## config.mk

```make
export PLATFORM = sky130hd
export DESIGN_NAME = song_reader
export DESIGN_NICKNAME = d
export VERILOG_FILES = /design/src/rtl/song_reader_pkg.sv /design/src/rtl/song_reader_song_rom.sv /design/src/rtl/song_reader.sv
export SDC_FILE = /design/constraint.sdc
export NUM_CORES = 1
export LEC_CHECK = 0
export BUFFER_PORTS_ARGS = -buffer_cell sky130_fd_sc_hd__buf_4
export CAP_MARGIN = 0
export CORE_MARGIN = 2
export CORE_UTILIZATION = 40
export DETAILED_ROUTE_END_ITERATION = 8
export SYNTH_ARGS = -nofsm -noshare
export SYNTH_HDL_FRONTEND = slang
export SYNTH_SLANG_ARGS = --single-unit
```

## constraint.sdc

```tcl
create_clock -name clk -period 2 [get_ports clk]
set_clock_uncertainty 0.15 [all_clocks]
set_input_delay 0.3 -clock clk [delete_from_list [all_inputs] [get_ports clk]]
set_output_delay 0.3 -clock clk [all_outputs]
set_load 0.02 [all_outputs]
```

## src/rtl/song_reader_pkg.sv

```systemverilog
// Shared definitions for the song reader: datapath widths, FSM state
// encodings, ROM word layout and the built-in song table.
package song_reader_pkg;

  localparam int NOTE_W    = 6;               // note code width
  localparam int DUR_W     = 6;               // duration width
  localparam int IDX_W     = 5;               // note index width
  localparam int SONG_W    = 2;               // song select width
  localparam int ADDR_W    = SONG_W + IDX_W;  // ROM address {song, idx}
  localparam int WORD_W    = NOTE_W + DUR_W;  // ROM word {note, duration}
  localparam int ROM_DEPTH = 1 << ADDR_W;

  // Last note index of a song; reaching it ends the song.
  localparam logic [IDX_W-1:0] IDX_MAX = '1;

  // Location of the one zero-duration word in the built-in table (song 2,
  // note 3), used as an end marker when end codes are enabled.
  localparam logic [ADDR_W-1:0] END_MARK_ADDR = {2'd2, 5'd3};

  typedef enum logic [1:0] {
    IDLE      = 2'd0,
    FETCH     = 2'd1,
    WAIT_ROM  = 2'd2,
    WAIT_DONE = 2'd3
  } state_t;

  typedef struct packed {
    logic [NOTE_W-1:0] note;
    logic [DUR_W-1:0]  duration;
  } rom_word_t;

  // Built-in song table evaluated at elaboration: note = 3*addr + 12 (mod 64),
  // duration = 8 + addr[2:0], with a single zero-duration word at
  // END_MARK_ADDR. Replace this function to change the song data.
  function automatic rom_word_t rom_init_word(input logic [ADDR_W-1:0] addr);
    rom_word_t w;
    int a;
    a          = int'(addr);
    w.note     = NOTE_W'(a * 3 + 12);
    w.duration = (addr == END_MARK_ADDR) ? '0 : DUR_W'((a % 8) + 8);
    return w;
  endfunction

endpackage

```

## src/rtl/song_reader_song_rom.sv

```systemverilog
// song_rom: synchronous-read note ROM, address {song, idx}, data
// {note, duration}, one cycle of read latency. The read only happens when
// en is high, so the address is sampled at that edge alone.
module song_rom
  import song_reader_pkg::*;
(
  input  logic              clk,
  input  logic              en,
  input  logic [ADDR_W-1:0] addr,
  output rom_word_t         data
);

  rom_word_t mem [ROM_DEPTH];

  // Constant contents, filled from the package song table.
  for (genvar i = 0; i < ROM_DEPTH; i++) begin : g_fill
    assign mem[i] = rom_init_word(ADDR_W'(i));
  end

  // Registered read; the consumer only looks at data one cycle after en.
  // NOTE: memory read registers carry no reset so they map onto block-RAM
  // output registers; nothing downstream uses data before the first read.
  always_ff @(posedge clk) begin
    if (en) data <= mem[addr];
  end

endmodule

```

## src/rtl/song_reader.sv

```systemverilog
// song_reader: walks the note ROM for the selected song and hands one
// {note, duration} word at a time to the note player (new_note/note_done
// handshake), pulsing song_done when the song ends.
// Build option: define SONG_READER_END_CODE_EN to treat a zero-duration ROM
// word as an end-of-song marker; by default such a word plays as a note.
module song_reader
  import song_reader_pkg::*;
(
  input  logic              clk,
  input  logic              reset,      // asynchronous, active low
  input  logic              restart,
  input  logic              play,
  input  logic [SONG_W-1:0] song,
  input  logic              note_done,
  output logic [NOTE_W-1:0] note,
  output logic [DUR_W-1:0]  duration,
  output logic              new_note,
  output logic              song_done
);

  state_t            state;
  logic [IDX_W-1:0]  idx;
  logic [ADDR_W-1:0] rom_addr;
  logic              rom_en;
  rom_word_t         rom_data;
  logic              end_marker;

  // The song select is only captured by the ROM on the FETCH exit edge.
  assign rom_addr = {song, idx};
  assign rom_en   = (state == FETCH);

`ifdef SONG_READER_END_CODE_EN
  assign end_marker = (rom_data.duration == '0);
`else
  assign end_marker = 1'b0;
`endif

  song_rom u_rom (
    .clk  (clk),
    .en   (rom_en),
    .addr (rom_addr),
    .data (rom_data)
  );

  // Playback FSM, note index counter and registered outputs.
  always_ff @(posedge clk or negedge reset) begin
    if (!reset) begin
      state     <= IDLE;
      idx       <= '0;
      note      <= '0;
      duration  <= '0;
      new_note  <= 1'b0;
      song_done <= 1'b0;
    end else begin
      // NOTE: the pulse outputs default low every cycle and are raised only
      // in the branch that issues them, which keeps them exactly one cycle.
      new_note  <= 1'b0;
      song_done <= 1'b0;
      if (restart) begin
        state <= IDLE;
        idx   <= '0;
      end else begin
        case (state)
          IDLE: begin
            if (play) state <= FETCH;
          end
          FETCH: begin
            if (play) state <= WAIT_ROM;
          end
          WAIT_ROM: begin
            if (end_marker) begin
              song_done <= 1'b1;
              idx       <= '0;
              state     <= IDLE;
            end else begin
              note     <= rom_data.note;
              duration <= rom_data.duration;
              new_note <= 1'b1;
              state    <= WAIT_DONE;
            end
          end
          WAIT_DONE: begin
            if (note_done) begin
              if (idx == IDX_MAX) begin
                idx       <= '0;
                song_done <= 1'b1;
                state     <= IDLE;
              end else begin
                idx   <= idx + 1'b1;
                state <= FETCH;
              end
            end
          end
          default: state <= IDLE;
        endcase
      end
    end
  end

endmodule
```

* Word-level counts from Yosys, hierarchy flattened
Memories as Yosys holds them, arrays and structs flattened. A register that Yosys moved wholly into a read port is not among the register bits. Cells that the tools add are included.
Cells by class: $mul 0, reductions and logical operators 6, add/sub/neg operators 1, eq/ne operators 7, muxes and demuxes 16, bitwise gates (word level) 2, shift-type cells 0, div/mod/pow operators 0, magnitude comparators 0
Operators by type and width (count):
- two-way mux 5 bit | 4
- != test 3 bit, second input constant | 3
- two-way mux 2 bit | 4
- inverter 7 -> 8 bit | 1
- case mux 2 bit (4 select lines) | 1
- two-way mux 1 bit | 7
- adder 5 x 1 -> 5 bit, second input constant | 1
- == test 5 bit, second input constant | 1
- == test 2 bit, second input constant | 2
- AND reduction 2 bit | 2
- nonzero test 2 bit | 2
- AND reduction 3 bit | 1
- == test 2 x 1 -> 1 bit, second input constant | 1
- logical NOT 2 bit | 1
- inverter 1 bit | 1
Storage, ports and cells: latch bits 0, bits in writable memories 0, memories 1, input port bits 7, flip-flop bits (word level) 21, output and inout bits 14, memory bits (read-only) 1536, word-level logic and storage cells 39
Memories:
- (name not given) | words 128, bits a word 12, rd ports 1, clocked after memory_dff 1, write ports 0, line song_reader_song_rom.sv:24 | if (en) data <= mem[addr];

* Longest topological paths before layout
Gate-level depths: netlist of run 1.
depth after elaboration 5, mapped depth 6, gate-level depth less buffers 6

* Cells and area by module
A second synthesis of run 1 with hierarchy kept.
Unflattened totals: cell total of the unflattened synthesis 130, area total of the unflattened synthesis 1569.0 um^2
Modules (own cells, without submodules):
- song_reader | instances 1, sequential area each 525.5 um^2, area an instance 962.2 um^2, cells each 75
- song_rom | instances 1, sequential area each 300.3 um^2, area an instance 606.8 um^2, cells each 55

* Worst setup path before layout of run 1
Ideal clock, no wire load.
kind register -> register, start register idx[0], end register idx[3], period minus slack after synthesis 1920 ps, library setup time 77 ps, buffers on the path 0, setup slack 80 ps, arrival 1692 ps, stages on the path, launching flop included 6, path through dfrtp_1 ha_1 and3_1 ha_1 or4_1 a21oi_1
On the way: longest elaborated chain between the ends 5
Ends and longest elaborated chain:
- from (decl) | line song_reader.sv:22 | logic [IDX_W-1:0] idx;
- from (signal assigned) | line song_reader.sv:89 | idx <= idx + 1'b1;
- adder 5 x 1 -> 5 bit / == test 5 bit (equally long branches) | line song_reader.sv:89, song_reader.sv:84
- two-way mux 5 bit (*) | line song_reader.sv:84 | if (idx == IDX_MAX) begin
- two-way mux 5 bit (*) | line song_reader.sv:83 | if (note_done) begin
- two-way mux 5 bit (*) | line song_reader.sv:63 | case (state)
- two-way mux 5 bit (*) | line song_reader.sv:59 | if (restart) begin
Mark *: on every way between the ends. The rest lies on a longest branch, timed or not. The select of a mux whose other input is x is not followed. A chain may end at the register's enable or synchronous reset.

* Final worst setup path of run 1
Ends and elaborated chain as after synthesis.

==> results of run 1 <==
[metal layers]
metal | routed length [um] | global-route usage, % | share of wire, %
met3 | 119 | 4.17 | 4.7
met2 | 1210 | 22.1 | 48
met5 | 0 | 0 | 0
met4 | 35 | 7.45 | 1.4
met1 | 1170 | 17.1 | 46
[worst min path at each step]
stage | startpoint | endpoint | slack (ns) | cells after the start
floorplan | reset | duration[0] | -0.15 | 0
global placement | reset | duration[1] | 0.04 | 1
detailed placement | reset | duration[1] | 0.04 | 1
CTS | restart | idx[0] | 0.10 | 2
global route | restart | idx[4] | 0.12 | 2
finish | restart | idx[3] | 0.11 | 2
[cell families (layout without fill, tap and decap cells)]
kind of cell               Yosys count  count (layout)  share of synthesized area [%]
AOI/OAI and AO/OA                   23              23                           9.80
xor gates and xnor gates             2               2                           1.19
adders and majority gates           11              11                           9.38
buffers and inverters               17              41                           5.54
DFF                                 29              29                           52.9
muxes                               12              12                           9.04
other                                1               2                          0.256
and+or+nand+nor                     31              31                           11.9
[through the flow]
step / utilization, % / hold WS (ns) / area (um2) / cells / setup WS (ns)
floorplan: - / -0.146 / 1470 / 127 / 0.0805
global placement: 45.9 / 0.0405 / 1660 / 190 / 0.143
detailed placement: 45.9 / 0.0435 / 1660 / 190 / 0.108
CTS: 48.5 / 0.101 / 1750 / 199 / 0.0831
global route: 48.5 / 0.116 / 1750 / 199 / 0.0463
finish: 48.5 / 0.106 / 1750 / 199 / 0.137
[layout make-up]
| cell class | instances | area share [%] |
|---|---|---|
| inverters | 9 | 1.93 |
| clock buffers | 5 | 3.93 |
| clock inverters | 3 | 0.715 |
| repair buffers | 24 | 10.4 |
| multi-input cells | 81 | 35.2 |
| flip-flops and latches | 29 | 44.3 |
| well taps | 48 | 3.43 |
[where the power goes]
group / leakage (nW) / switching (mW) / internal (mW)
logic: 0.356 / 0.363 / 0.319
registers: 0.325 / 0.0789 / 0.810
clock network: 0.0430 / 0.207 / 0.233
total: 0.724 / 0.649 / 1.36
[registers in the layout (all words and copies together), names as in the netlist]
name / cells
idx: 5
u_rom.data: 10
duration: 4
new_note: 1
state: 2
note: 6
song_done: 1
[cells in the final DEF, fill, tap and decap left out, types with 4 or more instances in the layout]
| cell | Yosys | layout |
|---|---|---|
| nand2_1 | 4 | 4 |
| o21ai_0 | 5 | 5 |
| nor2_1 | 4 | 4 |
| nand3_1 | 5 | 5 |
| edfxtp_1 | 10 | 10 |
| clkbuf_8 | 0 | 5 |
| a21oi_1 | 7 | 7 |
| mux2_2 | 10 | 10 |
| ha_1 | 11 | 10 |
| dfrtp_1 | 19 | 19 |
| inv_1 | 9 | 9 |
| nand2b_1 | 4 | 4 |
| buf_4 | 3 | 23 |
[what timing repair did]
| item | in CTS | in global routing |
|---|---|---|
| gates resized for setup | 0 | 1 |
| hold endpoints to repair | 19 | 0 |
| setup endpoints to repair | 0 | 1 |
| buffers inserted | 0 | 0 |
| hold buffers | 1 | 0 |
==> summary.txt, run 1 <==
Synth
  • YS warnings: 0
  • Number of synthesized flops with an enable pin: 10
  • Area contributors post-synth: dfrtp_1, edfxtp_1, ha_1, mux2_2, a21oi_1
  • Most frequent cell after synthesis: dfrtp_1
  • Share of the synthesized area in the top cell type: 32.4%
  • Synth Cell Area: about 1500 um2
  • Syn avg cell area: 11.6 um2
  • Area leader, netlist: dfrtp_1
  • Sequential element share of the synthesized area: 52.9%
  • Top cells by count, synth: dfrtp_1, ha_1, edfxtp_1, mux2_2, inv_1
  • Yosys cell types: 37
  • FFs w/ async S/R, synth: 65.5%
  • Top FF cell, synth: dfrtp_1
  • Post-Synthesis Cells: 126
  • Yosys reg bits: 29

Route
  • Residual DRC count: 0
  • DRT Wirelength: 2540 um
  • Via Count: 1005
  • Avg WL per Cell: 12.7 um
  • Detailed Route Iter0 Violations: 18
  • First-pass DRT Iterations: 4
  • Vias/cell: ~5.1
  • Routed Antenna Nets: 0

Run
  • MaxCap Viol Count: 0

Critical path
  • Crit path capture: idx[3]
  • Worst path depth: 5
  • R2r endpoint: idx[3]
  • Setup CP Type: register to register
  • R2R depth: 5
  • Worst Path Required: approximately 2.1 ns
  • CP endpoint kind: register
  • CP max stage cell: or4_1
  • Crit Path Max Fanout: 5
  • Worst R2R Setup Slack: 0.14 ns
  • Delay-heaviest family, CP: simple AND/OR/NAND/NOR gates
  • Launching point of the worst reg2reg path: idx[0]
  • CP Launch Type: register
  • Crit path DAT: 1.92 ns
  • Crit path cell chain: ha_2 > and3_1 > ha_1 > or4_1 > a21oi_1
  • Critical Path Start: idx[0]
  • CP peak stage delay: just over 0.5 ns
  • WP buf/inv: 0

STA
  • Finish-stage setup viols: 0
  • RSZ-0062 raised after global routing: false
  • Slew Viols, Final: 0
  • Slew HR: 65.5%
  • Fin. Hold Viols: 0
  • Fmax: 537 MHz
  • Post-route clock period utilization: 93.2%
  • Total negative slack: 0 ns
  • Final min period: approximately 1.9 ns
  • Least-Margin Pin Slew: 0.513 ns

Floorplan
  • Initial core utilization: 40.7%
  • DIE WIDTH: 64.6 um
  • Site Rows: 22
  • Die area: 4170 um2
  • Core ar.: around 3600 um2
  • Io pins: 21
  • Die H: 64.6 um

CTS
  • TritonCTS Sinks: 29
  • Num CTS Buffers: 5
  • Clock transition at path regs: 0.06 ns
  • TritonCTS clock tree: done
  • H-Tree Depth: 2
  • Clk buf depth: 2
  • Root buffer cell: clkbuf_8
  • Skew-Pair Late Insertion Delay: 0.27 ns

Cells and area
  • # diodes: 0
  • Layout cells sized above 1: between 20% and 30%
  • Fillcell total: between 300 and 400
  • Layout Nets: about 170
  • Register Area: a little under 800 um2
  • Area Overhead vs Synth: 19.3%
  • Multi-input combinational cell area: 617 um2

Hold path
  • Hold Path Class: primary input to register

GRT
  • Initial antenna violation count: 0
  • First-pass GRT wire length: 4340 um
  • Vias in the first global route: 970
  • Tot GR Track Use: 14.0%
  • Largest net degree at the start of global routing: 20
  • GRT Residual Overflow: 0

Pwr
  • Cell Pwr Density: 1150 nW/um2
  • Worst VDD drop: 436 uV
  • Overall Power: between 2 and 2.5 mW
  • P_leak: approximately 0.72 nW

Place
  • DPL Wire Length: 1810 um
  • Number of buffers added on ports: 18
  • Gpl congestion: 0.865

Run status
  • Status: completed
No activity file was read; power rests on OpenSTA's default activity.
==> run 2, diff against run 1 <==
--- a/config.mk
+++ b/config.mk
@@ -5,8 +5,7 @@
 export SDC_FILE = /design/constraint.sdc
 export NUM_CORES = 1
 export LEC_CHECK = 0
-export BUFFER_PORTS_ARGS = -buffer_cell sky130_fd_sc_hd__buf_4
-export CAP_MARGIN = 0
+export BUFFER_PORTS_ARGS = -buffer_cell sky130_fd_sc_hd__buf_2
 export CORE_MARGIN = 2
 export CORE_UTILIZATION = 40
 export DETAILED_ROUTE_END_ITERATION = 8
==> run 2 against run 1 <==
- die area unchanged
- final cell count unchanged
- first-iteration DRC count increased to 2.5 times the previous value
- non-clock buffer count unchanged
- utilization decreased by 0.56 points
- maximum frequency decreased by 2.1%
- clock-buffer cell count increased by 1
- register-to-register slack got worse by 0.04 ns
- sequential share of layout area increased by 0.51 points
- critical path depth unchanged
- critical path type unchanged
- largest cell class unchanged
- highest routed layer unchanged
==> summary.txt, run 2 (synthesized netlist as in run 1, its figures left out) <==
Critical path
  • Worst Path Required: 2.05 ns
  • CP peak stage delay: 0.51 ns
  • CP max stage cell: or4_1
  • Crit path cell chain: ha_2 > and3_1 > ha_1 > or4_1 > a21oi_1
  • Setup CP Type: register to register
  • Crit Path Max Fanout: 5
  • CP Launch Type: register
  • CP endpoint kind: register
  • Crit path DAT: 1.95 ns
  • Worst R2R Setup Slack: 0.1 ns

GRT
  • Vias in the first global route: about 950
  • Tot GR Track Use: 13.8%
  • First-pass GRT wire length: 4350 um
  • GRT Residual Overflow: 0
  • Largest net degree at the start of global routing: 20
  • Initial antenna violation count: 0

Floorplan
  • Die H: 64.6 um
  • Core ar.: 3610 um2
  • Initial core utilization: 40.7%
  • DIE WIDTH: 64.6 um
  • Io pins: 21
  • Site Rows: 22
  • Die area: 4170 um2

STA
  • Final min period: 1.90 ns
  • Total negative slack: 0 ns
  • PnR worst setup slack: 0.0958 ns
  • Post-route clock period utilization: around 95%
  • Fmax: 525 MHz
  • RSZ-0062 raised after global routing: false
  • Fin. Hold Viols: 0
  • Finish-stage setup viols: 0
  • Slew Viols, Final: 0
  • Hold Slack: approximately 0.16 ns

Route
  • DRT met1 WL: 1170 um
  • Vias/cell: between 5 and 6
  • Avg WL per Cell: 12.5 um
  • Routed met2 length: 1170 um
  • Detailed Route Iter0 Violations: 45
  • Residual DRC count: 0
  • Met3 WL post-DR: slightly below 100 um
  • Routed Antenna Nets: 0
  • Highest Signal Layer: met4
  • First-pass DRT Iterations: 4
  • Via Count: 997
  • DRT Wirelength: 2490 um

Place
  • Number of buffers added on ports: 18
  • Dpl cells: 190
  • Gpl congestion: 0.854
  • DPL Wire Length: 1780 um
  • Dpl ws: 0.0942 ns
  • Placed standard-cell area: 1610 um2

Cells and area
  • Post-Route Utilization: 48.0%
  • Most frequent cells in the layout: dfrtp_1, buf_2, mux2_2, ha_1, edfxtp_1
  • Layout Nets: 168
  • Fillcell total: about 350
  • Layout cells sized above 1: 28.5%
  • Largest registers: u_rom.data x10, note x6, idx x5
  • Area Overhead vs Synth: 17.9%
  • Fin area: about 1700 um2
  • Layout Cells excl Fill: 199
  • Register Area: 776 um2
  • Commonest non-fill, non-tap cell in the layout: dfrtp_1
  • Multi-input combinational cell area: 617 um2
  • # diodes: 0
  • Most flops, register: u_rom.data
  • Max reg flops: 10

CTS
  • TritonCTS clock tree: done
  • Clock transition at path regs: approximately 0.06 ns
  • Number of buffers added for setup after CTS: 0
  • TritonCTS Sinks: 29
  • H-Tree Depth: 2
  • Clk buf depth: 2
  • Skew-Pair Late Insertion Delay: 0.28 ns
  • Num CTS Buffers: 5
  • Root buffer cell: clkbuf_8

Run status
  • Status: completed

Hold path
  • Hold Path Class: primary input to register

Pwr
  • P_leak: 0.720 nW
  • Overall Power: 2.08 mW
  • Worst VDD drop: 441 uV
  • Cell Pwr Density: 1200 nW/um2

Run
  • MaxCap Viol Count: 0
run 2: changes by cell type in the layout (fill, tap and decap cells not counted):
cell	change
buf_4	-18
buf_2	+18
clkinv_1	-1
clkinv_2	-1
bufinv_16	+1
clkbuf_1	+1
run 2: worst max-delay path, delay by kind of cell (launching register included):
kind            cells  cell delay, ns
fa+ha+maj           2            0.45
compound gates      1            0.15
simple gates        2            0.70
flops               1            0.39
run 2: layout make-up:
cell class	instances	share of cell area (%)
Multi-Input combinational cell	81	35.6
Clock inverter	2	1.95
Timing Repair Buffer	24	7.95
Inverter	9	1.95
Clock buffer	6	4.19
Sequential cell	29	44.8
Tap cell	48	3.47
run 2: where the power goes:
group / total [mW] / internal (mW) / switching [mW]
sequential: 0.883 / 0.810 / 0.0734
clock: 0.583 / 0.367 / 0.216
combinational: 0.613 / 0.260 / 0.354
total: 2.08 / 1.44 / 0.643
run 2: final timing paths:
kind,end,startpoint,cells after the start
worst min-delay path,idx[0],restart,2
worst min register to register,duration[2],u_rom.data[2],1
worst max-delay path,idx[3],idx[0],5
min in group asynchronous,song_done,reset,2
max in group asynchronous,new_note,reset,2
worst max register to register,idx[3],idx[0],5
run 2: routing by layer:
layer	track usage [%]	vias up
li1	-	493
met1	16.8	474
met2	21.9	23
met4	8.24	0
met3	3.65	7
met5	0	-
run 2: what timing repair did:
action / 4_1_cts / 5_1_grt
endpoints found under the hold margin: 19 / 0
hold buffers: 1 / 0
endpoints found under the setup margin: 0 / 1
gates resized for setup: 0 / 1
